[config.mk]
export PLATFORM = sky130hd
export DESIGN_NAME = lcd_cmd_arbiter
export DESIGN_NICKNAME = d
export VERILOG_FILES = /design/src/rtl/lcd_cmd_arbiter.sv
export SDC_FILE = /design/constraint.sdc
export NUM_CORES = 1
export LEC_CHECK = 0
export CORE_ASPECT_RATIO = 0.5
export CORE_UTILIZATION = 35
export DETAILED_ROUTE_END_ITERATION = 10
export PLACE_DENSITY_LB_ADDON = 0.3
export SYNTH_ARGS = -nofsm -noshare
export SYNTH_HDL_FRONTEND = slang
export SYNTH_SLANG_ARGS = --single-unit
[constraint.sdc]
create_clock -name iclk -period 4.2 [get_ports iclk]
set_input_delay 0.63 -clock iclk [delete_from_list [all_inputs] [get_ports iclk]]
set_output_delay 0.63 -clock iclk [all_outputs]
set_load 0.02 [all_outputs]
[src/rtl/lcd_cmd_arbiter.sv]
// ---------------------------------------------------------------------------
// lcd_cmd_arbiter
//
// Purpose:
//   Owns the single HD44780 lcd_controller. After reset it plays the fixed
//   init sequence 0x38, 0x0C, 0x01, 0x06 (rs=0). It then serves NREQ command
//   sources round-robin, one command at a time. A settle delay of DLY_CYCLES
//   follows every completed command.
//
// Ports:
//   iclk, irst_n    clock, asynchronous active-low reset
//   ireq[NREQ]      level request per source, held until its oack
//   idata[NREQ*8]   byte per source, source k on [8k+7:8k]
//   irs[NREQ]       register select per source (0=command, 1=data)
//   oack[NREQ]      one-cycle pulse: that source's command done incl. settle
//   obusy           high whenever the FSM is not in IDLE
//   oinit_done      sticky once the init sequence has completed
//   ocmd_data/rs    command byte / register select to lcd_controller
//   ocmd_start      start strobe to lcd_controller, held until icmd_done
//   icmd_done       completion pulse from lcd_controller
//   odbg_state      current FSM state, for checkers and debug
//
// Handshakes:
//   Source side: ireq[k] is a level. The byte and rs are captured on the grant
//   cycle; later changes are ignored. oack[k] pulses for one cycle once the
//   command and its settle delay are finished, and the source drops ireq[k]
//   the following cycle. Dropping ireq early never aborts a granted command.
//   Controller side: ocmd_start rises with stable ocmd_data/ocmd_rs and stays
//   high, with data held, until icmd_done is seen. icmd_done arriving while
//   no command is outstanding is ignored.
// ---------------------------------------------------------------------------
module lcd_cmd_arbiter #(
  parameter int NREQ       = 2,
  parameter int DLY_CYCLES = 262143
) (
  input  logic              iclk,
  input  logic              irst_n,
  input  logic [NREQ-1:0]   ireq,
  input  logic [NREQ*8-1:0] idata,
  input  logic [NREQ-1:0]   irs,
  output logic [NREQ-1:0]   oack,
  output logic              obusy,
  output logic              oinit_done,
  output logic [7:0]        ocmd_data,
  output logic              ocmd_rs,
  output logic              ocmd_start,
  input  logic              icmd_done,
  output logic [2:0]        odbg_state
);

  localparam int GW = (NREQ > 1) ? $clog2(NREQ) : 1;
  localparam int DW = $clog2(DLY_CYCLES + 1);
  localparam logic [DW-1:0] DLY_LAST = DW'(DLY_CYCLES - 1);

  typedef enum logic [2:0] {
    S_INIT_ISSUE = 3'd0,
    S_INIT_WAIT  = 3'd1,
    S_INIT_DLY   = 3'd2,
    S_IDLE       = 3'd3,
    S_WAIT       = 3'd4,
    S_DLY        = 3'd5,
    S_ACK        = 3'd6
  } state_t;

  function automatic logic [7:0] init_byte(input logic [1:0] idx);
    case (idx)
      2'd0:    init_byte = 8'h38;  // 8-bit bus, 2 lines, 5x8 font
      2'd1:    init_byte = 8'h0C;  // display on, cursor off
      2'd2:    init_byte = 8'h01;  // clear display
      default: init_byte = 8'h06;  // entry mode: increment, no shift
    endcase
  endfunction

  // State and datapath registers
  state_t          r_state;
  logic [1:0]      r_idx;
  logic [DW-1:0]   r_dly;
  logic [7:0]      r_data;
  logic            r_rs;
  logic            r_start;
  logic [NREQ-1:0] r_ack;
  logic            r_init_done;
  logic [GW-1:0]   r_grant;
  logic [GW-1:0]   r_last_grant;

  // Next-state values
  state_t          w_state_nxt;
  logic [1:0]      w_idx_nxt;
  logic [DW-1:0]   w_dly_nxt;
  logic [7:0]      w_data_nxt;
  logic            w_rs_nxt;
  logic            w_start_nxt;
  logic [NREQ-1:0] w_ack_nxt;
  logic            w_init_done_nxt;
  logic [GW-1:0]   w_grant_nxt;
  logic [GW-1:0]   w_last_nxt;

  // Round-robin search
  logic            w_found;
  logic [GW-1:0]   w_grant;
  logic [GW:0]     w_sum;
  logic [GW-1:0]   w_cand;

  // Candidates are visited in order last_grant+1, +2, ... (mod NREQ), so the
  // source served last always has the lowest priority next time. The sum is
  // one bit wider than an index so last_grant+NREQ cannot overflow.
  always_comb begin
    w_found = 1'b0;
    w_grant = r_last_grant;
    w_sum   = '0;
    w_cand  = '0;
    for (int i = 1; i <= NREQ; i++) begin
      w_sum = {1'b0, r_last_grant} + (GW+1)'(i);
      if (w_sum >= (GW+1)'(NREQ)) w_sum = w_sum - (GW+1)'(NREQ);
      w_cand = w_sum[GW-1:0];
      if (!w_found && ireq[w_cand]) begin
        w_found = 1'b1;
        w_grant = w_cand;
      end
    end
  end

  always_comb begin
    w_state_nxt     = r_state;
    w_idx_nxt       = r_idx;
    w_dly_nxt       = r_dly;
    w_data_nxt      = r_data;
    w_rs_nxt        = r_rs;
    w_start_nxt     = r_start;
    w_ack_nxt       = '0;
    w_init_done_nxt = r_init_done;
    w_grant_nxt     = r_grant;
    w_last_nxt      = r_last_grant;

    case (r_state)
      S_INIT_ISSUE: begin
        w_data_nxt  = init_byte(r_idx);
        w_rs_nxt    = 1'b0;
        w_start_nxt = 1'b1;
        w_state_nxt = S_INIT_WAIT;
      end
      S_INIT_WAIT: begin
        if (icmd_done) begin
          w_start_nxt = 1'b0;
          w_state_nxt = S_INIT_DLY;
        end
      end
      S_INIT_DLY: begin
        if (r_dly == DLY_LAST) begin
          w_dly_nxt = '0;
          if (r_idx == 2'd3) begin
            w_init_done_nxt = 1'b1;
            w_state_nxt     = S_IDLE;
          end else begin
            w_idx_nxt   = r_idx + 2'd1;
            w_state_nxt = S_INIT_ISSUE;
          end
        end else begin
          w_dly_nxt = r_dly + DW'(1);
        end
      end
      S_IDLE: begin
        if (w_found) begin
          w_grant_nxt = w_grant;
          w_data_nxt  = idata[{w_grant, 3'b000} +: 8];
          w_rs_nxt    = irs[w_grant];
          w_start_nxt = 1'b1;
          w_state_nxt = S_WAIT;
        end
      end
      S_WAIT: begin
        if (icmd_done) begin
          w_start_nxt = 1'b0;
          w_state_nxt = S_DLY;
        end
      end
      S_DLY: begin
        if (r_dly == DLY_LAST) begin
          w_dly_nxt          = '0;
          // oack is registered so it is high exactly while the FSM sits in ACK
          w_ack_nxt[r_grant] = 1'b1;
          w_state_nxt        = S_ACK;
        end else begin
          w_dly_nxt = r_dly + DW'(1);
        end
      end
      S_ACK: begin
        w_last_nxt  = r_grant;
        w_state_nxt = S_IDLE;
      end
      default: begin
        w_state_nxt = S_INIT_ISSUE;
      end
    endcase
  end

  always_ff @(posedge iclk or negedge irst_n) begin
    if (!irst_n) begin
      r_state      <= S_INIT_ISSUE;
      r_idx        <= '0;
      r_dly        <= '0;
      r_data       <= '0;
      r_rs         <= 1'b0;
      r_start      <= 1'b0;
      r_ack        <= '0;
      r_init_done  <= 1'b0;
      r_grant      <= '0;
      r_last_grant <= GW'(NREQ - 1);
    end else begin
      r_state      <= w_state_nxt;
      r_idx        <= w_idx_nxt;
      r_dly        <= w_dly_nxt;
      r_data       <= w_data_nxt;
      r_rs         <= w_rs_nxt;
      r_start      <= w_start_nxt;
      r_ack        <= w_ack_nxt;
      r_init_done  <= w_init_done_nxt;
      r_grant      <= w_grant_nxt;
      r_last_grant <= w_last_nxt;
    end
  end

  assign oack       = r_ack;
  assign oinit_done = r_init_done;
  assign ocmd_data  = r_data;
  assign ocmd_rs    = r_rs;
  assign ocmd_start = r_start;
  assign odbg_state = r_state;
  // The reset state is INIT_ISSUE, not IDLE, so busy is masked while reset is
  // held to keep every output low during reset.
  assign obusy      = irst_n & (r_state != S_IDLE);

endmodule

==> run_summary.xml <==
<?xml version="1.0" encoding="UTF-8"?>
<metrics>
  <group name="power_and_ir_drop">
    <metric name="leakage" unit="nW">1.22</metric>
    <metric name="pwr_density_cell" unit="nW/um^2">567</metric>
    <metric name="vdd.ir_drop.worst" unit="V">0.000290</metric>
  </group>
  <group name="sta">
    <metric name="final_max_slew_viol_count" unit="">0</metric>
    <metric name="postLayoutSetupSlackWorst" unit="ns">1.61</metric>
    <metric name="period_needed" unit="ns">2.59</metric>
    <metric name="final_setup_vio_count" unit="">0</metric>
    <metric name="timing.max_slew.rel_slack" unit="%">20.8</metric>
    <metric name="period_share" unit="%">61.6</metric>
    <metric name="fin_setup_tns" unit="ns">0</metric>
    <metric name="rsz0062_at_grt" unit="">false</metric>
    <metric name="worstMarginPinSlew" unit="ns">1.18</metric>
    <metric name="timing.clock.skew" unit="ns">0.00801</metric>
    <metric name="achievable-frequency" unit="MHz">387</metric>
    <metric name="hold_viol_final" unit="">0</metric>
    <metric name="hold-worst-slack" unit="ns">0.381</metric>
  </group>
  <group name="cells_and_area">
    <metric name="proportion_of_layout_cells_with_a_drive_suffix_above_1" unit="%">8.56</metric>
    <metric name="fin_nets" unit="">286</metric>
    <metric name="fillers" unit="">535</metric>
    <metric name="antenna-diode-count" unit="">0</metric>
    <metric name="synthToLayoutAreaGrowth" unit="%">26.2</metric>
  </group>
  <group name="critical_path">
    <metric name="timing.setup.critical_path_class" unit="">flop to output pin</metric>
    <metric name="cpMaxStageDelayCell" unit="">dfrtp_1</metric>
    <metric name="worstSetupEndpointType" unit="">output pin</metric>
    <metric name="cpPeakStageDelay" unit="ns">0.62</metric>
    <metric name="critical_path.n_buffers_inverters" unit="">1</metric>
    <metric name="critical_path.reg2reg.startpoint" unit="">odbg_state[1]</metric>
    <metric name="r2r_cells" unit="">5</metric>
    <metric name="cp_max_fo" unit="">17</metric>
    <metric name="ff2ff_setup_slack" unit="ns">1.94</metric>
    <metric name="reg2reg_to" unit="">ocmd_data[5]</metric>
    <metric name="crit_path_start_kind" unit="">flop</metric>
    <metric name="critPathArrivalTime" unit="ns">1.96</metric>
    <metric name="critical-path-top-delay-family" unit="">flip-flops</metric>
    <metric name="worstPathCellList" unit="">nand3b_1 -&gt; and2_1 -&gt; clkdlybuf4s50_1</metric>
    <metric name="cp_data_required_time" unit="ns">3.57</metric>
  </group>
  <group name="global_route">
    <metric name="grt_antenna_before_repair" unit="">0</metric>
    <metric name="gr-total-overflow" unit="">0</metric>
    <metric name="gr-usage-all-layers" unit="%">16.1</metric>
    <metric name="first_global_vias" unit="">1729</metric>
    <metric name="largest_net_degree_at_the_start_of_global_routing" unit="">40</metric>
    <metric name="grt_pass1_wl" unit="microns">8030</metric>
  </group>
  <group name="cts">
    <metric name="clk_transition_reported_paths" unit="ns">0.06</metric>
    <metric name="cts_hold_buffers" unit="">0</metric>
    <metric name="cts-root-buf" unit="">clkbuf_16</metric>
    <metric name="cts.htree.levels" unit="">2</metric>
    <metric name="cts_setup_buffers" unit="">0</metric>
    <metric name="post_cts.resized_instances" unit="">0</metric>
    <metric name="cts.path.max_buffers" unit="">2</metric>
    <metric name="tritoncts" unit="">done</metric>
    <metric name="clock_sinks" unit="">38</metric>
    <metric name="worst_skew_pair.late_latency" unit="ns">0.28</metric>
    <metric name="cts-buffers-inserted" unit="">5</metric>
  </group>
  <group name="detailed_routing">
    <metric name="vias" unit="">1739</metric>
    <metric name="drt-vias-per-instance" unit="">5.27</metric>
    <metric name="post_route_ant_nets" unit="">0</metric>
    <metric name="routed_wirelength" unit="microns">4740</metric>
    <metric name="drt_drc_violations_left" unit="">0</metric>
    <metric name="detail_route.first_pass.iterations" unit="">4</metric>
    <metric name="drt_iter0_drc" unit="">63</metric>
    <metric name="detail_route.wl_per_cell" unit="microns">14.4</metric>
  </group>
  <group name="logic_synthesis">
    <metric name="yosysUniqueCellTypes" unit="">45</metric>
    <metric name="synthArstFlopShare" unit="%">100</metric>
    <metric name="synth_seq_cells" unit="">38</metric>
    <metric name="synth_fp_nets" unit="">250</metric>
    <metric name="syn_inst" unit="">220</metric>
    <metric name="syn-mean-instance-area" unit="sq um">9.67</metric>
    <metric name="synth-seq-area-share" unit="%">44.7</metric>
    <metric name="post_synthesis_cell_area" unit="sq um">2130</metric>
    <metric name="yosys_warnings" unit="">0</metric>
    <metric name="ys.flop_type" unit="">dfrtp_1</metric>
    <metric name="synth-edff-count" unit="">0</metric>
  </group>
  <group name="floorplan">
    <metric name="fp.coreArea" unit="sq um">5660</metric>
    <metric name="initial_utilization" unit="%">37.6</metric>
    <metric name="pin_count" unit="">40</metric>
    <metric name="die_area" unit="sq um">6420</metric>
    <metric name="die_width" unit="microns">112</metric>
    <metric name="rows" unit="">19</metric>
    <metric name="die_h" unit="microns">57.1</metric>
  </group>
  <group name="place">
    <metric name="pre_cts_slack" unit="ns">1.39</metric>
    <metric name="routability_driven_placement_congestion_ratio" unit="">0.760</metric>
    <metric name="placement.io_buffers" unit="">39</metric>
    <metric name="dp.final_hpwl" unit="microns">3250</metric>
  </group>
  <group name="worst_hold_path">
    <metric name="min-delay-path-class" unit="">input pin to asynchronous set/reset pin</metric>
  </group>
  <group name="status">
    <metric name="run_status" unit="">complete, no violations</metric>
  </group>
  <group name="run">
    <metric name="number_of_max_cap_violations" unit="">0</metric>
  </group>
</metrics>
[area by class of cell]
cell class | count | area, sq um | share of cell area, %
clock buffers | 6 | 129 | 4.80
repair buffers | 40 | 393 | 14.6
well taps | 73 | 91.3 | 3.40
flip-flops and latches | 38 | 952 | 35.4
multi-input cells | 167 | 1100 | 40.8
clock inverters | 2 | 10.0 | 0.373
inverters | 4 | 15.0 | 0.559
[registers in the layout, summed over array words and instances, names as in the netlist]
signal	count
oinit_done	1
r_grant	1
odbg_state	3
ocmd_data	8
ocmd_start	1
ocmd_rs	1
r_last_grant	1
r_idx	2
r_dly	18
oack	2
[report_power, final]
part,switching (mW),total [mW],internal [mW]
logic,0.325,0.588,0.263
registers,0.116,0.571,0.456
clock network,0.146,0.364,0.218
total,0.587,1.52,0.936
[metrics by stage]
step	utilization, %	cells	area, sq um	power (mW)
floorplan	-	220	2130	0.958
global placement	45.0	322	2550	1.15
detailed placement	45.0	322	2550	1.16
CTS	47.5	330	2690	1.53
global route	47.5	330	2690	1.62
finish	47.5	330	2690	1.52
[synthesized netlist by cell type, types with 5 or more instances]
master | number | area, sq um
o31ai_1 | 7 | 52.6
and3_1 | 7 | 43.8
xor2_1 | 11 | 96.3
o21ai_0 | 10 | 50.1
nand2_1 | 23 | 86.3
ha_1 | 7 | 87.6
a21o_1 | 5 | 37.5
nor2_1 | 27 | 101
nor3_1 | 5 | 25.0
dfrtp_1 | 37 | 926
nand3_1 | 9 | 45.0
mux2i_1 | 8 | 80.1
a211oi_1 | 5 | 37.5
nand4_1 | 7 | 43.8
[logic make-up (layout without fill, tap and decap cells)]
group                      Yosys count  in the layout  synth area share, %
adders and majority gates            7              7                 4.12
buffers and inverters               15             52                 3.76
muxes                               11             11                 5.53
AOI/OAI and AO/OA                   44             44                 15.1
and+or+nand+nor                     93             93                 21.9
DFF                                 38             38                 44.7
xor gates and xnor gates            12             12                 4.94
[per-layer routing]
layer | wire length [microns] | global-route usage, % | up-vias
li1 | - | - | 853
met1 | 2220 | 20.3 | 841
met2 | 2240 | 26.6 | 38
met3 | 196 | 3.61 | 7
met4 | 81 | 8.38 | 0
met5 | 0 | 0 | -
[how the worst max path moves through the flow]
stage                        startpoint           end  depth (start not counted)
after floorplan           odbg_state[2]         obusy                          3
after global placement          ireq[1]  ocmd_data[3]                          5
after detailed placement        ireq[1]  ocmd_data[3]                          5
after CTS                        irst_n         obusy                          4
after global routing      odbg_state[0]         obusy                          3
final                     odbg_state[0]         obusy                          3
[layout by cell type (no fill, tap or decap), drive strengths merged, types with 3 or more instances in the layout]
cell and n:
ha 7, inv 4, o21ai 10, nand2 25, a211oi 6, clkbuf 6
nor2 28, mux2 3, and3 7, nor3 5, xor2 11, dfrtp 37
nand3b 3, mux2i 8, a31oi 4, a21o 5, clkdlybuf4s50 38, a21oi 4
nand4 8, o31ai 7, nand3 9
Power figures use the tool's default switching activity.
